===== src/rtl/cav_freq_mux_if.sv =====
// Port bundle for cav_freq_mux: fine-sample stream, coarse-target host writes,
// slew limit, and the saturated detuning result stream.
interface cav_freq_mux_if #(
  parameter int NCH = 4,
  parameter int FW  = 18,
  parameter int CW  = 28,
  parameter int SW  = 16
);
  localparam int CHW = (NCH > 1) ? $clog2(NCH) : 1;

  logic                  in_valid;
  logic [CHW-1:0]        in_ch;
  logic signed [FW-1:0]  fine;
  logic                  cf_we;
  logic [CHW-1:0]        cf_addr;
  logic signed [CW-1:0]  cf_data;
  logic [SW-1:0]         slew;
  logic                  out_valid;
  logic [CHW-1:0]        out_ch;
  logic signed [CW-1:0]  out;
  logic [NCH-1:0]        ramping;

  modport master (
    output in_valid, in_ch, fine, cf_we, cf_addr, cf_data, slew,
    input  out_valid, out_ch, out, ramping
  );

  modport slave (
    input  in_valid, in_ch, fine, cf_we, cf_addr, cf_data, slew,
    output out_valid, out_ch, out, ramping
  );
endinterface


===== src/rtl/cav_freq_mux.sv =====
// Time-multiplexed cavity detuning combiner: per-channel slew-limited coarse ramp
// plus scaled fine term, rounded and saturated, two-stage pipeline.
module cav_freq_mux #(
  parameter int NCH      = 4,
  parameter int FW       = 18,
  parameter int CW       = 28,
  parameter int DF_SCALE = 0,
  parameter int SW       = 16
) (
  input  logic             clk,
  input  logic             rst,
  cav_freq_mux_if.slave    bus
);
  localparam int CHW  = (NCH > 1) ? $clog2(NCH) : 1;
  localparam int DW   = CW + 1;
  localparam int MW   = (DW > SW) ? DW + 1 : SW + 1;
  localparam int SUMW = CW + 4;
  localparam logic signed [CW+1:0] OMAX = {3'b000, {(CW-1){1'b1}}};
  localparam logic signed [CW+1:0] OMIN = {3'b111, {(CW-1){1'b0}}};

  logic signed [CW-1:0] tgt_q [NCH];
  logic signed [CW-1:0] tgt_d [NCH];
  logic signed [CW-1:0] cur_q [NCH];
  logic signed [CW-1:0] cur_d [NCH];
  logic [NCH-1:0]       ramping_q, ramping_d;

  logic                 in_acc, we_acc;
  logic signed [CW-1:0] sel_cur, sel_tgt, step_cur;
  logic signed [DW-1:0] diff;
  logic [DW-1:0]        diff_mag;
  logic                 snap;
  logic signed [MW-1:0] cur_mw, slew_mw, step_wide;

  logic                 p1_valid_q, p1_valid_d;
  logic [CHW-1:0]       p1_ch_q, p1_ch_d;
  logic signed [FW-1:0] p1_fine_q, p1_fine_d;
  logic signed [CW-1:0] p1_cur_q, p1_cur_d;

  logic                 out_valid_q, out_valid_d;
  logic [CHW-1:0]       out_ch_q, out_ch_d;
  logic signed [CW-1:0] out_q, out_d;

  logic signed [SUMW-1:0] fine_ext, fine_sh, cur_ext, sum;
  logic signed [CW+1:0]   r;
  logic signed [CW-1:0]   clamped;

  assign in_acc = bus.in_valid && (32'(bus.in_ch) < NCH);
  assign we_acc = bus.cf_we && (32'(bus.cf_addr) < NCH);

  // Stage 1: one slew step for the addressed channel, using pre-write tgt.
  always_comb begin
    sel_cur = '0;
    sel_tgt = '0;
    for (int k = 0; k < NCH; k++) begin
      if (bus.in_ch == CHW'(k)) begin
        sel_cur = cur_q[k];
        sel_tgt = tgt_q[k];
      end
    end
    diff      = {sel_tgt[CW-1], sel_tgt} - {sel_cur[CW-1], sel_cur};
    diff_mag  = diff[DW-1] ? DW'(-diff) : DW'(diff);
    snap      = (bus.slew == '0) ||
                ({{(MW-DW){1'b0}}, diff_mag} <= {{(MW-SW){1'b0}}, bus.slew});
    cur_mw    = {{(MW-CW){sel_cur[CW-1]}}, sel_cur};
    slew_mw   = {{(MW-SW){1'b0}}, bus.slew};
    step_wide = diff[DW-1] ? (cur_mw - slew_mw) : (cur_mw + slew_mw);
    step_cur  = snap ? sel_tgt : step_wide[CW-1:0];
  end

  for (genvar gi = 0; gi < NCH; gi++) begin : g_ch
    logic wr_hit, up_hit;
    assign wr_hit        = we_acc && (bus.cf_addr == CHW'(gi));
    assign up_hit        = in_acc && (bus.in_ch == CHW'(gi));
    assign tgt_d[gi]     = wr_hit ? bus.cf_data : tgt_q[gi];
    assign cur_d[gi]     = up_hit ? step_cur : cur_q[gi];
    assign ramping_d[gi] = (cur_d[gi] != tgt_d[gi]);
  end

  always_comb begin
    p1_valid_d = in_acc;
    p1_ch_d    = p1_ch_q;
    p1_fine_d  = p1_fine_q;
    p1_cur_d   = p1_cur_q;
    if (in_acc) begin
      p1_ch_d   = bus.in_ch;
      p1_fine_d = bus.fine;
      p1_cur_d  = step_cur;
    end
  end

  // Stage 2: 4*cur + scaled fine with +2 rounding, /4, then saturate.
  always_comb begin
    fine_ext = {{(SUMW-FW){p1_fine_q[FW-1]}}, p1_fine_q};
    fine_sh  = fine_ext <<< DF_SCALE;
    cur_ext  = {{2{p1_cur_q[CW-1]}}, p1_cur_q, 2'b00};
    sum      = fine_sh + cur_ext + SUMW'(2);
    r        = sum[SUMW-1:2];
    if (r > OMAX) begin
      clamped = OMAX[CW-1:0];
    end else if (r < OMIN) begin
      clamped = OMIN[CW-1:0];
    end else begin
      clamped = r[CW-1:0];
    end
    out_valid_d = p1_valid_q;
    out_ch_d    = p1_valid_q ? p1_ch_q : out_ch_q;
    out_d       = p1_valid_q ? clamped : out_q;
  end

  always_ff @(posedge clk or posedge rst) begin
    if (rst) begin
      for (int k = 0; k < NCH; k++) begin
        tgt_q[k] <= '0;
        cur_q[k] <= '0;
      end
      ramping_q   <= '0;
      p1_valid_q  <= 1'b0;
      p1_ch_q     <= '0;
      p1_fine_q   <= '0;
      p1_cur_q    <= '0;
      out_valid_q <= 1'b0;
      out_ch_q    <= '0;
      out_q       <= '0;
    end else begin
      for (int k = 0; k < NCH; k++) begin
        tgt_q[k] <= tgt_d[k];
        cur_q[k] <= cur_d[k];
      end
      ramping_q   <= ramping_d;
      p1_valid_q  <= p1_valid_d;
      p1_ch_q     <= p1_ch_d;
      p1_fine_q   <= p1_fine_d;
      p1_cur_q    <= p1_cur_d;
      out_valid_q <= out_valid_d;
      out_ch_q    <= out_ch_d;
      out_q       <= out_d;
    end
  end

  assign bus.out_valid = out_valid_q;
  assign bus.out_ch    = out_ch_q;
  assign bus.out       = out_q;
  assign bus.ramping   = ramping_q;
endmodule

===== src/flat_wrapper.sv =====
// flat-port wrapper written by rule: the top's interface ports become plain ports
module cav_freq_mux_flat 
#(
  parameter int NCH      = 4,
  parameter int FW       = 18,
  parameter int CW       = 28,
  parameter int DF_SCALE = 0,
  parameter int SW       = 16
)
  (clk, rst, bus_in_valid, bus_in_ch, bus_fine, bus_cf_we, bus_cf_addr, bus_cf_data, bus_slew, bus_out_valid, bus_out_ch, bus_out, bus_ramping);
  cav_freq_mux_if #(.NCH(NCH), .FW(FW), .CW(CW), .SW(SW)) bus_i ();
  input  logic clk;
  input  logic rst;
  input wire logic [$bits(bus_i.in_valid)-1:0] bus_in_valid;
  input wire logic [$bits(bus_i.in_ch)-1:0] bus_in_ch;
  input wire logic [$bits(bus_i.fine)-1:0] bus_fine;
  input wire logic [$bits(bus_i.cf_we)-1:0] bus_cf_we;
  input wire logic [$bits(bus_i.cf_addr)-1:0] bus_cf_addr;
  input wire logic [$bits(bus_i.cf_data)-1:0] bus_cf_data;
  input wire logic [$bits(bus_i.slew)-1:0] bus_slew;
  output wire logic [$bits(bus_i.out_valid)-1:0] bus_out_valid;
  output wire logic [$bits(bus_i.out_ch)-1:0] bus_out_ch;
  output wire logic [$bits(bus_i.out)-1:0] bus_out;
  output wire logic [$bits(bus_i.ramping)-1:0] bus_ramping;
  assign bus_i.in_valid = bus_in_valid;
  assign bus_i.in_ch = bus_in_ch;
  assign bus_i.fine = bus_fine;
  assign bus_i.cf_we = bus_cf_we;
  assign bus_i.cf_addr = bus_cf_addr;
  assign bus_i.cf_data = bus_cf_data;
  assign bus_i.slew = bus_slew;
  assign bus_out_valid = bus_i.out_valid;
  assign bus_out_ch = bus_i.out_ch;
  assign bus_out = bus_i.out;
  assign bus_ramping = bus_i.ramping;
  cav_freq_mux #(.NCH(NCH), .FW(FW), .CW(CW), .DF_SCALE(DF_SCALE), .SW(SW)) u_core (.clk(clk), .rst(rst), .bus(bus_i));
endmodule

===== config.mk =====
export PLATFORM = sky130hd
export DESIGN_NAME = cav_freq_mux_flat
export DESIGN_NICKNAME = d
export VERILOG_FILES = /design/src/rtl/cav_freq_mux_if.sv /design/src/rtl/cav_freq_mux.sv /design/src/flat_wrapper.sv
export SDC_FILE = /design/constraint.sdc
export NUM_CORES = 1
export LEC_CHECK = 0
export BUFFER_PORTS_ARGS = -buffer_cell sky130_fd_sc_hd__buf_2
export CELL_PAD_IN_SITES_DETAIL_PLACEMENT = 1
export CELL_PAD_IN_SITES_GLOBAL_PLACEMENT = 2
export CORE_ASPECT_RATIO = 2
export CORE_UTILIZATION = 40
export DETAILED_ROUTE_END_ITERATION = 6
export PLACE_DENSITY = 0.79
export SLEW_MARGIN = 20
export SYNTH_ARGS = -nofsm -noshare
export SYNTH_HDL_FRONTEND = slang
export SYNTH_SLANG_ARGS = --single-unit

===== constraint.sdc =====
create_clock -name clk -period 13 [get_ports clk]
set_input_delay 1.3 -clock clk [delete_from_list [all_inputs] [get_ports clk]]
set_output_delay 1.3 -clock clk [all_outputs]
set_load 0.02 [all_outputs]

Word-level counts from Yosys, hierarchy flattened
Index checks and enable logic that the tools add are counted.
{"block": "op_classes", "addsub": 6, "magnitude_cmp": 3, "n_eq_ne": 10, "mux": 21, "n_reduce_logical": 12}
{"operator": "28-bit 2-to-1 mux", "count": 20}
{"operator": "28-bit != test", "count": 4}
{"operator": "32-bit by 3-bit adder with 32-bit output (second input constant)", "count": 1}
{"operator": "18-bit by 30-bit adder with 31-bit output", "count": 1}
{"operator": "30-bit by 28-bit > comparator with 1-bit output (second input constant)", "count": 1}
{"operator": "30-bit by 28-bit less-than comparator with 1-bit output (second input constant)", "count": 1}
{"operator": "29-bit by 16-bit less-or-equal comparator with 1-bit output", "count": 1}
{"operator": "29-bit 2-to-1 mux", "count": 1}
{"operator": "29-bit negation", "count": 1}
{"operator": "28-bit by 28-bit subtractor with 29-bit output", "count": 1}
{"operator": "28-bit by 17-bit adder with 28-bit output", "count": 1}
{"operator": "28-bit by 17-bit subtractor with 28-bit output", "count": 1}
{"operator": "16-bit logical NOT", "count": 1}
{"operator": "2-bit == test (second input constant)", "count": 4}
{"operator": "1-bit logical AND", "count": 8}
{"operator": "2-bit by 1-bit == test with 1-bit output (second input constant)", "count": 2}
{"operator": "2-bit logical NOT", "count": 2}
{"operator": "1-bit logical OR", "count": 1}
{"block": "totals", "ff_bits": 308, "elab_cells": 68}

Depth between registers and ports, before layout
Gate-level depths: netlist (run 1).
{"block": "depth", "word_depth": 13, "depth_mapped": 39, "depth_no_buf": 32}

Worst setup path before layout (run 1)
Ideal clock, no wire load.
{"block": "synth_path", "path_type": "in2reg", "start": "input port bus_in_ch[0]", "end": "register u_core.ramping_q[2] (netlist: u_core.bus.ramping[2])", "setup_time_ns": 0.136, "arrival_time_ns": 10.264, "setup_slack_ns": 2.600, "path_stages": 34, "n_path_buf": 9, "path_cell_list": "buf_1 > buf_1 > clkbuf_1 > buf_1 > buf_1 > mux4_2 > inv_1 > ha_1 > clkbuf_1 > nand2_1 > or3b_1 > o2111ai_1 > a21o_1 > clkbuf_1 > clkbuf_1 > buf_1 > mux2i_1 > ha_1 > nor2b_1 > o21a_1 > o21ai_0 > a211oi_1 > nand2b_1 > a31oi_1 > xnor2_1 > nor3_1 > a311o_1 > or4_1 > a221oi_1 > o21ai_0 > nor4_1 > a41oi_1 > nor4_1 > nand4_1"}
{"block": "synth_between", "elab_chain_len": 13, "elab_cells_between_ends": 24}
{"element": "start: declaration", "line_no": "flat_wrapper.sv:15", "source": "input wire logic [$bits(bus_i.in_ch)-1:0] bus_in_ch;"}
{"element": "2-bit logical NOT", "line_no": "cav_freq_mux.sv:55", "source": "if (bus.in_ch == CHW'(k)) begin"}
{"element": "28-bit 2-to-1 mux (4 in series)", "line_no": "cav_freq_mux.sv:55"}
{"element": "28-bit by 28-bit subtractor with 29-bit output", "line_no": "cav_freq_mux.sv:60", "source": "diff = {sel_tgt[CW-1], sel_tgt} - {sel_cur[CW-1], sel_cur};"}
{"element": "29-bit negation", "line_no": "cav_freq_mux.sv:61", "source": "diff_mag = diff[DW-1] ? DW'(-diff) : DW'(diff);"}
{"element": "29-bit 2-to-1 mux", "line_no": "cav_freq_mux.sv:61"}
{"element": "29-bit by 16-bit less-or-equal comparator with 1-bit output", "line_no": "cav_freq_mux.sv:63", "source": "({{(MW-DW){1'b0}}, diff_mag} <= {{(MW-SW){1'b0}}, bus.slew});"}
{"element": "1-bit logical OR", "line_no": "cav_freq_mux.sv:62", "source": "snap = (bus.slew == '0) ||"}
{"element": "28-bit 2-to-1 mux", "line_no": "cav_freq_mux.sv:67", "source": "step_cur = snap ? sel_tgt : step_wide[CW-1:0];"}
{"element": "28-bit 2-to-1 mux (*)", "line_no": "cav_freq_mux.sv:75", "source": "assign cur_d[gi] = up_hit ? step_cur : cur_q[gi];"}
{"element": "28-bit != test (*)", "line_no": "cav_freq_mux.sv:76", "source": "assign ramping_d[gi] = (cur_d[gi] != tgt_d[gi]);"}
{"element": "net u_core.ramping_d[2]", "line_no": "cav_freq_mux.sv:25", "source": "logic [NCH-1:0] ramping_q, ramping_d;"}
{"element": "end signal: assignment", "line_no": "cav_freq_mux.sv:129", "source": "ramping_q <= ramping_d;"}
{"element": "end: declaration", "line_no": "cav_freq_mux.sv:25"}
Mark *: on every way through the listed nets, which the timed path passes. The rest lies on a longest branch.
A chain may end at the register's enable or synchronous reset.

Final worst setup path (run 1)
{"block": "layout_path", "start": "input port bus_in_ch[0]", "end": "register u_core.ramping_q[0] (netlist: u_core.bus.ramping[0])"}
{"block": "layout_between", "elab_chain_len": 13, "elab_cells_between_ends": 24}
{"element": "2-bit logical NOT", "line_no": "cav_freq_mux.sv:55, cav_freq_mux.sv:73"}
{"element": "28-bit 2-to-1 mux (4 in series)", "line_no": "cav_freq_mux.sv:55"}
{"element": "28-bit by 28-bit subtractor with 29-bit output", "line_no": "cav_freq_mux.sv:60"}
{"element": "29-bit negation", "line_no": "cav_freq_mux.sv:61"}
{"element": "29-bit 2-to-1 mux", "line_no": "cav_freq_mux.sv:61"}
{"element": "29-bit by 16-bit less-or-equal comparator with 1-bit output", "line_no": "cav_freq_mux.sv:63"}
{"element": "1-bit logical OR", "line_no": "cav_freq_mux.sv:62"}
{"element": "28-bit 2-to-1 mux", "line_no": "cav_freq_mux.sv:67"}
{"element": "28-bit 2-to-1 mux (*)", "line_no": "cav_freq_mux.sv:75"}
{"element": "28-bit != test (*)", "line_no": "cav_freq_mux.sv:76"}
{"element": "net u_core.ramping_d[0]", "line_no": "cav_freq_mux.sv:25"}
Marked as above.

==> results by group, run 1 <==
Outcome
  – Status: finished clean

Worst setup path
  – CP max stage delay: approximately 780 ps
  – Worst setup SP type: input pin
  – WP data required: roughly 13000 ps
  – Worst R2R Path Depth: 29
  – WP data arrival: about 12000 ps
  – Crit Path Max Fanout: 18
  – Crit Path Class: in2reg
  – Slowest-stage cell, CP: a21oi_2
  – Crit. End Element: register

Synthesis
  – Top post-synthesis cells by area: dfrtp_1 32%, ha_1 5.4%, mux4_2 5.2%
  – Synth top area share: 0.323
  – Top cells by count, synth: 307 x dfrtp_1, 270 x nor2_1, 187 x inv_1
  – Area leader, netlist: dfrtp_1
  – Count leader, synth: dfrtp_1
  – Syn Inst Count: 2647
  – Distinct cell type count after synthesis: 111
  – Ys Warns: 0
  – EDFF count, synth: 0
  – Most used flip-flop cell after synthesis: dfrtp_1
  – Asr flop ratio synth: 1.00
  – Mean Syn Cell Area: between 8 and 9 um2
  – Net count after synthesis: about 2800
  – #FFs+latches synth: roughly 300
  – Sequential share of the synthesized area: 0.323
  – Cell Area, Synth: about 0.024 mm2

Floorplanning
  – Die Height: approximately 350 um
  – Core Footprint: 0.0590 mm2
  – Initial Utilization: 0.404
  – Ports: 105
  – Row Count: about 130
  – Width of the chip: around 170 um
  – Die ar.: between 0.06 and 0.07 mm2

Placement
  – Placer congestion estimate: ~1.0
  – IO buf count: ~100
  – Final HPWL DP: 104 mm
  – Post-Place Cells: ~3500

Min path
  – Worst hold stages: 0
  – Hold crit path type: reg2reg

CTS
  – CTS Hold Bufs: 0
  – H-tree depth: 1
  – CTS tree: done
  – Clock Tree Root: clkbuf_16
  – Setup Buffers After CTS: 0
  – Clock Pin Slew Worst Setup and Hold Paths: around 70 ps
  – Clock buffer count from CTS: 30
  – Clock Path Buffers: 3
  – CTS-repair resized insts: 0
  – CTS sink count: roughly 300
  – Skew-Pair Late Insertion Delay: around 620 ps

GRT
  – Initial antenna violation count: 14
  – First-pass GRT wire length: 190 mm
  – Overflow after GRT: 0
  – GR Util All Layers: 0.445
  – Vias in the first global route: 26000
  – Largest net degree at the start of global routing: about 130

Cells and area
  – Finished Layout Cells: 3552
  – Area Overhead vs Synth: 12.4%
  – Finished Core Util: 0.454
  – Fin nets: ~2900
  – Share of cells above drive strength 1: 0.170

Routing
  – Number of iterations in the first detailed-routing pass: 5
  – Routed Antenna Nets: 0
  – Via density: 6.80
  – Vias: approximately 24000
  – DRC Markers: 0
  – Total Routed Length: approximately 130 mm
  – Starting DRT DRC Count: 1760
  – WL/cell: 37.8 um

Timing
  – Setup violations, final: 0
  – Final Hold Fails: 0
  – Worst slew pin tran: 1280 ps
  – Setup TNS: 0 ps
  – Fmax: roughly 88 MHz
  – Slew Limit Fails: 0
  – Clock Skew: about 19 ps
  – Crit share post-route: 0.874
  – RSZ-0062 raised after global routing: false
  – Min Tclk post-route: ~11000 ps
  – Headroom to the max-slew limit: 0.120

Job
  – Maxcap violations: 0
## through the flow
stage	hold WS (ps)	instance area, um2	worst slack, ps
5_1_grt	442	26800	1340
6_report	431	26800	1640
3_5_place_dp	425	25700	1760
3_3_place_gp	414	25700	1980
2_1_floorplan	352	23800	2600
4_1_cts	435	26700	2380
## layout by cell type, fill, tap and decap left out, types with 35 or more instances in the layout
master	n
xnor2_1	92
mux2i_1	104
buf_4	116
nand4_1	35
dfrtp_1	307
nor3_1	69
a31oi_1	76
o21ai_0	116
mux4_2	55
mux2_2	44
buf_2	102
ha_1	102
xor2_1	47
nor2_1	268
a21oi_1	170
nand3_1	60
o22ai_1	48
inv_1	186
nand2_1	133
## worst max-delay path: cells and delay by family
| kind | cells | cell delay [ps] |
|---|---|---|
| simple gates | 5 | 1770 |
| buf+inv | 4 | 950 |
| mux | 1 | 400 |
| compound gates | 15 | 5730 |
| fa+ha+maj | 3 | 1010 |
| xor+xnor | 2 | 560 |
## flip-flops by register name (all words and copies together) (netlist names)
| register | cells |
|---|---|
| u_core.out_valid_d | 1 |
| u_core.p1_cur_q | 28 |
| u_core.p1_ch_q | 2 |
| u_core.bus.out_valid | 1 |
| u_core.p1_fine_q | 17 |
| u_core.tgt_q | 112 |
| u_core.cur_q | 112 |
| u_core.bus.out | 28 |
| u_core.bus.ramping | 4 |
| u_core.bus.out_ch | 2 |
## worst paths after layout
kind	slack (ps)	end	startpoint
max in group asynchronous	9950	u_core.cur_q[73]$_DFF_PP0_	rst
min reg2reg	430	u_core.bus.out_valid$_DFF_PP0_	u_core.out_valid_d$_DFF_PP0_
max reg2reg	2510	u_core.bus.ramping[0]$_DFF_PP0_	u_core.tgt_q[84]$_DFF_PP0_
min in group asynchronous	850	u_core.p1_fine_q[12]$_DFFE_PP0P_	rst
min	430	u_core.bus.out_valid$_DFF_PP0_	u_core.out_valid_d$_DFF_PP0_
max	1640	u_core.bus.ramping[0]$_DFF_PP0_	bus_in_ch[0]
## kinds of logic (layout without fill, tap and decap cells)
group,count (synthesis),after routing,synth area share
simple gates,781,781,0.166
compound gates,777,777,0.228
buf+inv,329,465,0.0574
flops,307,307,0.323
mux,209,209,0.119
xor+xnor,139,139,0.0511
fa+ha+maj,105,105,0.0561
other cells,0,1,0
## routing by layer
metal	vias up	part of all wire	GRT usage
met2	1149	0.49	0.773
met1	12300	0.30	0.397
met4	16	0.14	0.506
met3	653	0.061	0.0992
li1	10100	-	-
met5	-	0.00076	0
## layout make-up
type                    instances  area (um2)
diodes                          1        2.50
clock buffers                  40         870
clock inverters                16         226
fillers                      6923       32200
inverters                     187         709
multi-input cells            2011       14900
flip-flops and latches        307        7680
well taps                     768         961
repair buffers                222        1460
Power of run 1 is left out: the tool's default activity adds up to more than one toggle a clock period on the data nets, which glitch-free logic cannot reach.
==> inputs of run 2 (changes only) <==
--- a/config.mk
+++ b/config.mk
@@ -11,6 +11,7 @@
 export CORE_ASPECT_RATIO = 2
 export CORE_UTILIZATION = 40
 export DETAILED_ROUTE_END_ITERATION = 6
+export GPL_TIMING_DRIVEN = 0
 export PLACE_DENSITY = 0.79
 export SLEW_MARGIN = 20
 export SYNTH_ARGS = -nofsm -noshare
==> run 2 against run 1 <==
The run now fails in 5_1_grt; synthesized cell count unchanged; area after synthesis stayed put.
==> results by group, run 2 <==
GRT
  – Vias in the first global route: around 29000
  – Largest net degree at the start of global routing: 99
  – GR Util All Layers: 0.579
  – Overflow after GRT: 94
  – First-pass GRT wire length: between 200 and 250 mm

Floorplanning
  – Ports: 105 (unchanged)
  – Die Height: 347 um (unchanged)
  – Width of the chip: 175 um (unchanged)
  – Initial Utilization: 0.404 (unchanged)
  – Row Count: 126 (unchanged)

Synthesis
  – Top cells by count, synth: 307 x dfrtp_1, 270 x nor2_1, 187 x inv_1
  – Count leader, synth: dfrtp_1
  – Top post-synthesis cells by area: dfrtp_1 32%, ha_1 5.4%, mux4_2 5.2%
  – Distinct cell type count after synthesis: 111 (unchanged)
  – Asr flop ratio synth: 1.00 (unchanged)
  – Sequential share of the synthesized area: 0.323 (unchanged)
  – Syn Inst Count: 2647 (unchanged)
  – #FFs+latches synth: 307 (unchanged)
  – Area leader, netlist: dfrtp_1
  – Ys Warns: 0 (unchanged)
  – EDFF count, synth: 0 (unchanged)
  – Synth top area share: 0.323 (unchanged)
  – Mean Syn Cell Area: 9.00 um2 (unchanged)
  – Net count after synthesis: 2822 (unchanged)
  – Cell Area, Synth: 0.0238 mm2 (unchanged)
  – Most used flip-flop cell after synthesis: dfrtp_1

CTS
  – H-tree depth: 1 (unchanged)
  – Clock Path Buffers: 3 (unchanged)
  – Clock buffer count from CTS: 30 (unchanged)
  – CTS Hold Bufs: 0 (unchanged)
  – CTS sink count: 307 (unchanged)
  – Clock Tree Root: clkbuf_16

Placement
  – IO buf count: 102 (-0.97%)
  – Placer congestion estimate: 1.12 (+7.4%)
  – Final HPWL DP: 125 mm (+20%)
  – Placed standard-cell area: 0.0255 mm2 (-0.57%)
  – Post-Place Cells: 3523 (+0.80%)

Outcome
  – Fail Step: 5_1_grt
  – Status: did not finish
  – Run Error: [ERROR GRT-0116] Global routing finished with congestion. Check the congestion regions in the DRC Viewer.
-- run 2: cell counts after synthesis --
Identical to the previous run, type by type.
-- run 2: per-stage QoR --
| stage | setup TNS [ps] | worst slack, ps |
|---|---|---|
| 2_1_floorplan | 0 | 2600 |
| 3_3_place_gp | -636880 | -5090 |
| 3_5_place_dp | -283770 | -3950 |
| 4_1_cts | 0 | 11.9 |
-- run 2: logic make-up after synthesis --
logic type               share of synthesized area
adder cells (fa/ha/maj)                     0.0561
AO/OA/AOI/OAI                                0.228
XOR/XNOR                                    0.0511
multiplexers                                 0.119
buffers and inverters                       0.0574
flip-flops                                   0.323
AND/OR/NAND/NOR                              0.166
-- run 2: routing by layer --
metal,GRT usage,overflow
met1,0.530,0
met2,0.887,48
met3,0.261,0
met4,0.667,46
met5,0.0139,0
-- run 2: repair_timing --
item | CTS
endpoints found under the setup margin | 144
resized for setup | 32
setup buffers | 0
==> inputs of run 3 (changes only) <==
--- a/config.mk
+++ b/config.mk
@@ -6,13 +6,10 @@
 export NUM_CORES = 1
 export LEC_CHECK = 0
 export BUFFER_PORTS_ARGS = -buffer_cell sky130_fd_sc_hd__buf_2
-export CELL_PAD_IN_SITES_DETAIL_PLACEMENT = 1
-export CELL_PAD_IN_SITES_GLOBAL_PLACEMENT = 2
-export CORE_ASPECT_RATIO = 2
 export CORE_UTILIZATION = 40
 export DETAILED_ROUTE_END_ITERATION = 6
 export GPL_TIMING_DRIVEN = 0
-export PLACE_DENSITY = 0.79
+export PLACE_DENSITY_LB_ADDON = 0.15
 export SLEW_MARGIN = 20
 export SYNTH_ARGS = -nofsm -noshare
 export SYNTH_HDL_FRONTEND = slang
==> run 3 against run 2 <==
The run now ends clean.
==> results by group, run 3 (synthesis gave the netlist of run 1 again) <==
Timing
  – Setup TNS: 0 ps
  – Crit share post-route: 0.972
  – Headroom to the max-slew limit: 0.120
  – Min Tclk post-route: around 13000 ps
  – Slew Limit Fails: 0
  – Final Hold Fails: 0
  – Worst slew pin tran: 1320 ps
  – Setup violations, final: 0
  – RSZ-0062 raised after global routing: false
  – Clock Skew: 19.9 ps
  – Fmax: between 70 and 80 MHz

Routing
  – DR WL met3: roughly 15 mm
  – Vias: 24100
  – Routed Antenna Nets: 0
  – DR top layer: met5
  – Via density: around 6.7
  – Starting DRT DRC Count: 3069
  – Met2 wire length: 53.7 mm
  – Total Routed Length: about 130 mm
  – Number of iterations in the first detailed-routing pass: 6
  – WL/cell: between 30 and 40 um
  – DRC Markers: 0
  – Metal-1 WL: ~49 mm

CTS
  – Clock Path Buffers: 3 (unchanged)
  – CTS Hold Bufs: 0 (unchanged)
  – Clock Tree Root: clkbuf_16
  – Skew-Pair Late Insertion Delay: approximately 560 ps
  – H-tree depth: 2 (+1)
  – Clock Pin Slew Worst Setup and Hold Paths: approximately 70 ps
  – Clock buffer count from CTS: 36 (+20%)
  – CTS sink count: 307 (unchanged)
  – CTS tree: done

Cells and area
  – Most common cell after layout, fill and taps aside: dfrtp_1
  – Share of cells above drive strength 1: 0.150
  – Layout fillers: approximately 5800
  – Area Overhead vs Synth: 12.5%
  – Fin nets: just under 3000
  – Most frequent cells in the layout: 307 x dfrtp_1, 269 x nor2_1, 186 x inv_1
  – Biggest regs: u_core.cur_q: 112 flops, u_core.tgt_q: 112 flops

Placement
  – Final HPWL DP: 103 mm (-18%)
  – Placer congestion estimate: 1.13 (+0.85%)
  – IO buf count: 102 (unchanged)

GRT
  – First-pass GRT wire length: around 180 mm
  – Overflow after GRT: 0
  – Initial antenna violation count: 13
  – GR Util All Layers: 0.418
  – Vias in the first global route: ~23000
  – Largest net degree at the start of global routing: 100

Floorplanning
  – Core Footprint: approximately 0.06 mm2
  – Width of the chip: 246 um (+41%)
  – Ports: 105 (unchanged)
  – Row Count: 89 (-29%)
  – Die Height: 246 um (-29%)
  – Initial Utilization: 0.404 (about the same)
  – Die ar.: between 0.06 and 0.07 mm2

Worst setup path
  – CP max stage delay: 800 ps
  – WP data required: 13410 ps
  – WP data arrival: roughly 13000 ps
  – Crit. End Element: register
  – Most used cell, CP: clkbuf_2
  – Crit Path Max Fanout: 19
  – Worst setup SP type: input pin
  – Slowest-stage cell, CP: clkdlybuf4s15_1
  – Crit Path Class: in2reg

Min path
  – Hold crit path type: reg2reg

Outcome
  – Status: finished clean

Job
  – Maxcap violations: 0
==> run 3: layout make-up <==
class | count | area [um2] | share of cell area
well taps | 773 | 967 | 0.0361
plain buffers | 140 | 706 | 0.0263
clock buffers | 56 | 1080 | 0.0402
inverters | 187 | 709 | 0.0265
diodes | 5 | 12.5 | 0.000467
repair buffers | 107 | 606 | 0.0226
clock inverters | 10 | 138 | 0.00514
multi-input cells | 2011 | 14900 | 0.556
flip-flops and latches | 307 | 7680 | 0.287
==> run 3: metrics by stage <==
| stage | instance area [um2] | instances | util | worst slack, ps | hold WS [ps] |
|---|---|---|---|---|---|
| after floorplan | 23800 | 2647 | - | 2600 | 352 |
| after global placement | 25300 | 3522 | 0.429 | -3840 | 358 |
| after detailed placement | 25500 | 3527 | 0.433 | -1470 | 359 |
| after CTS | 26800 | 3592 | 0.454 | 15.0 | 373 |
| after global routing | 26800 | 3591 | 0.455 | 61.9 | 392 |
| final | 26800 | 3596 | 0.455 | 370 | 372 |
==> run 3: routing by layer <==
metal | vias up | GRT usage
met5 | - | 0
li1 | 10200 | -
met3 | 428 | 0.135
met2 | 1583 | 0.615
met1 | 11900 | 0.521
met4 | 14 | 0.281
==> run 3: repair_timing <==
action / in CTS / in global routing
resized for setup: 11 / 11
setup endpoints to repair: 5 / 4
setup buffers: 0 / 0
==> run 3: critical path, delay by kind of cell <==
kind / cells / cell delay [ps]
buffers and inverters: 11 / 4450
and+or+nand+nor: 9 / 3310
AOI/OAI and AO/OA: 11 / 2690
adders and majority gates: 2 / 560
muxes: 1 / 470
xor gates and xnor gates: 1 / 150
==> run 3: worst paths after layout <==
path / startpoint / end / slack (ps) / depth (start not counted)
setup / recovery: bus_in_ch[1] / u_core.bus.ramping[0]$_DFF_PP0_ / 370 / 35
hold / removal: u_core.out_valid_d$_DFF_PP0_ / u_core.bus.out_valid$_DFF_PP0_ / 370 / 0
setup reg to reg: u_core.tgt_q[56]$_DFF_PP0_ / u_core.bus.ramping[0]$_DFF_PP0_ / 2000 / 32
hold reg to reg: u_core.out_valid_d$_DFF_PP0_ / u_core.bus.out_valid$_DFF_PP0_ / 370 / 0
max in group asynchronous: rst / u_core.p1_ch_q[1]$_DFFE_PP0P_ / 10890 / 4
min in group asynchronous: rst / u_core.cur_q[40]$_DFF_PP0_ / 790 / 2
Power of run 3 is left out for the same reason.
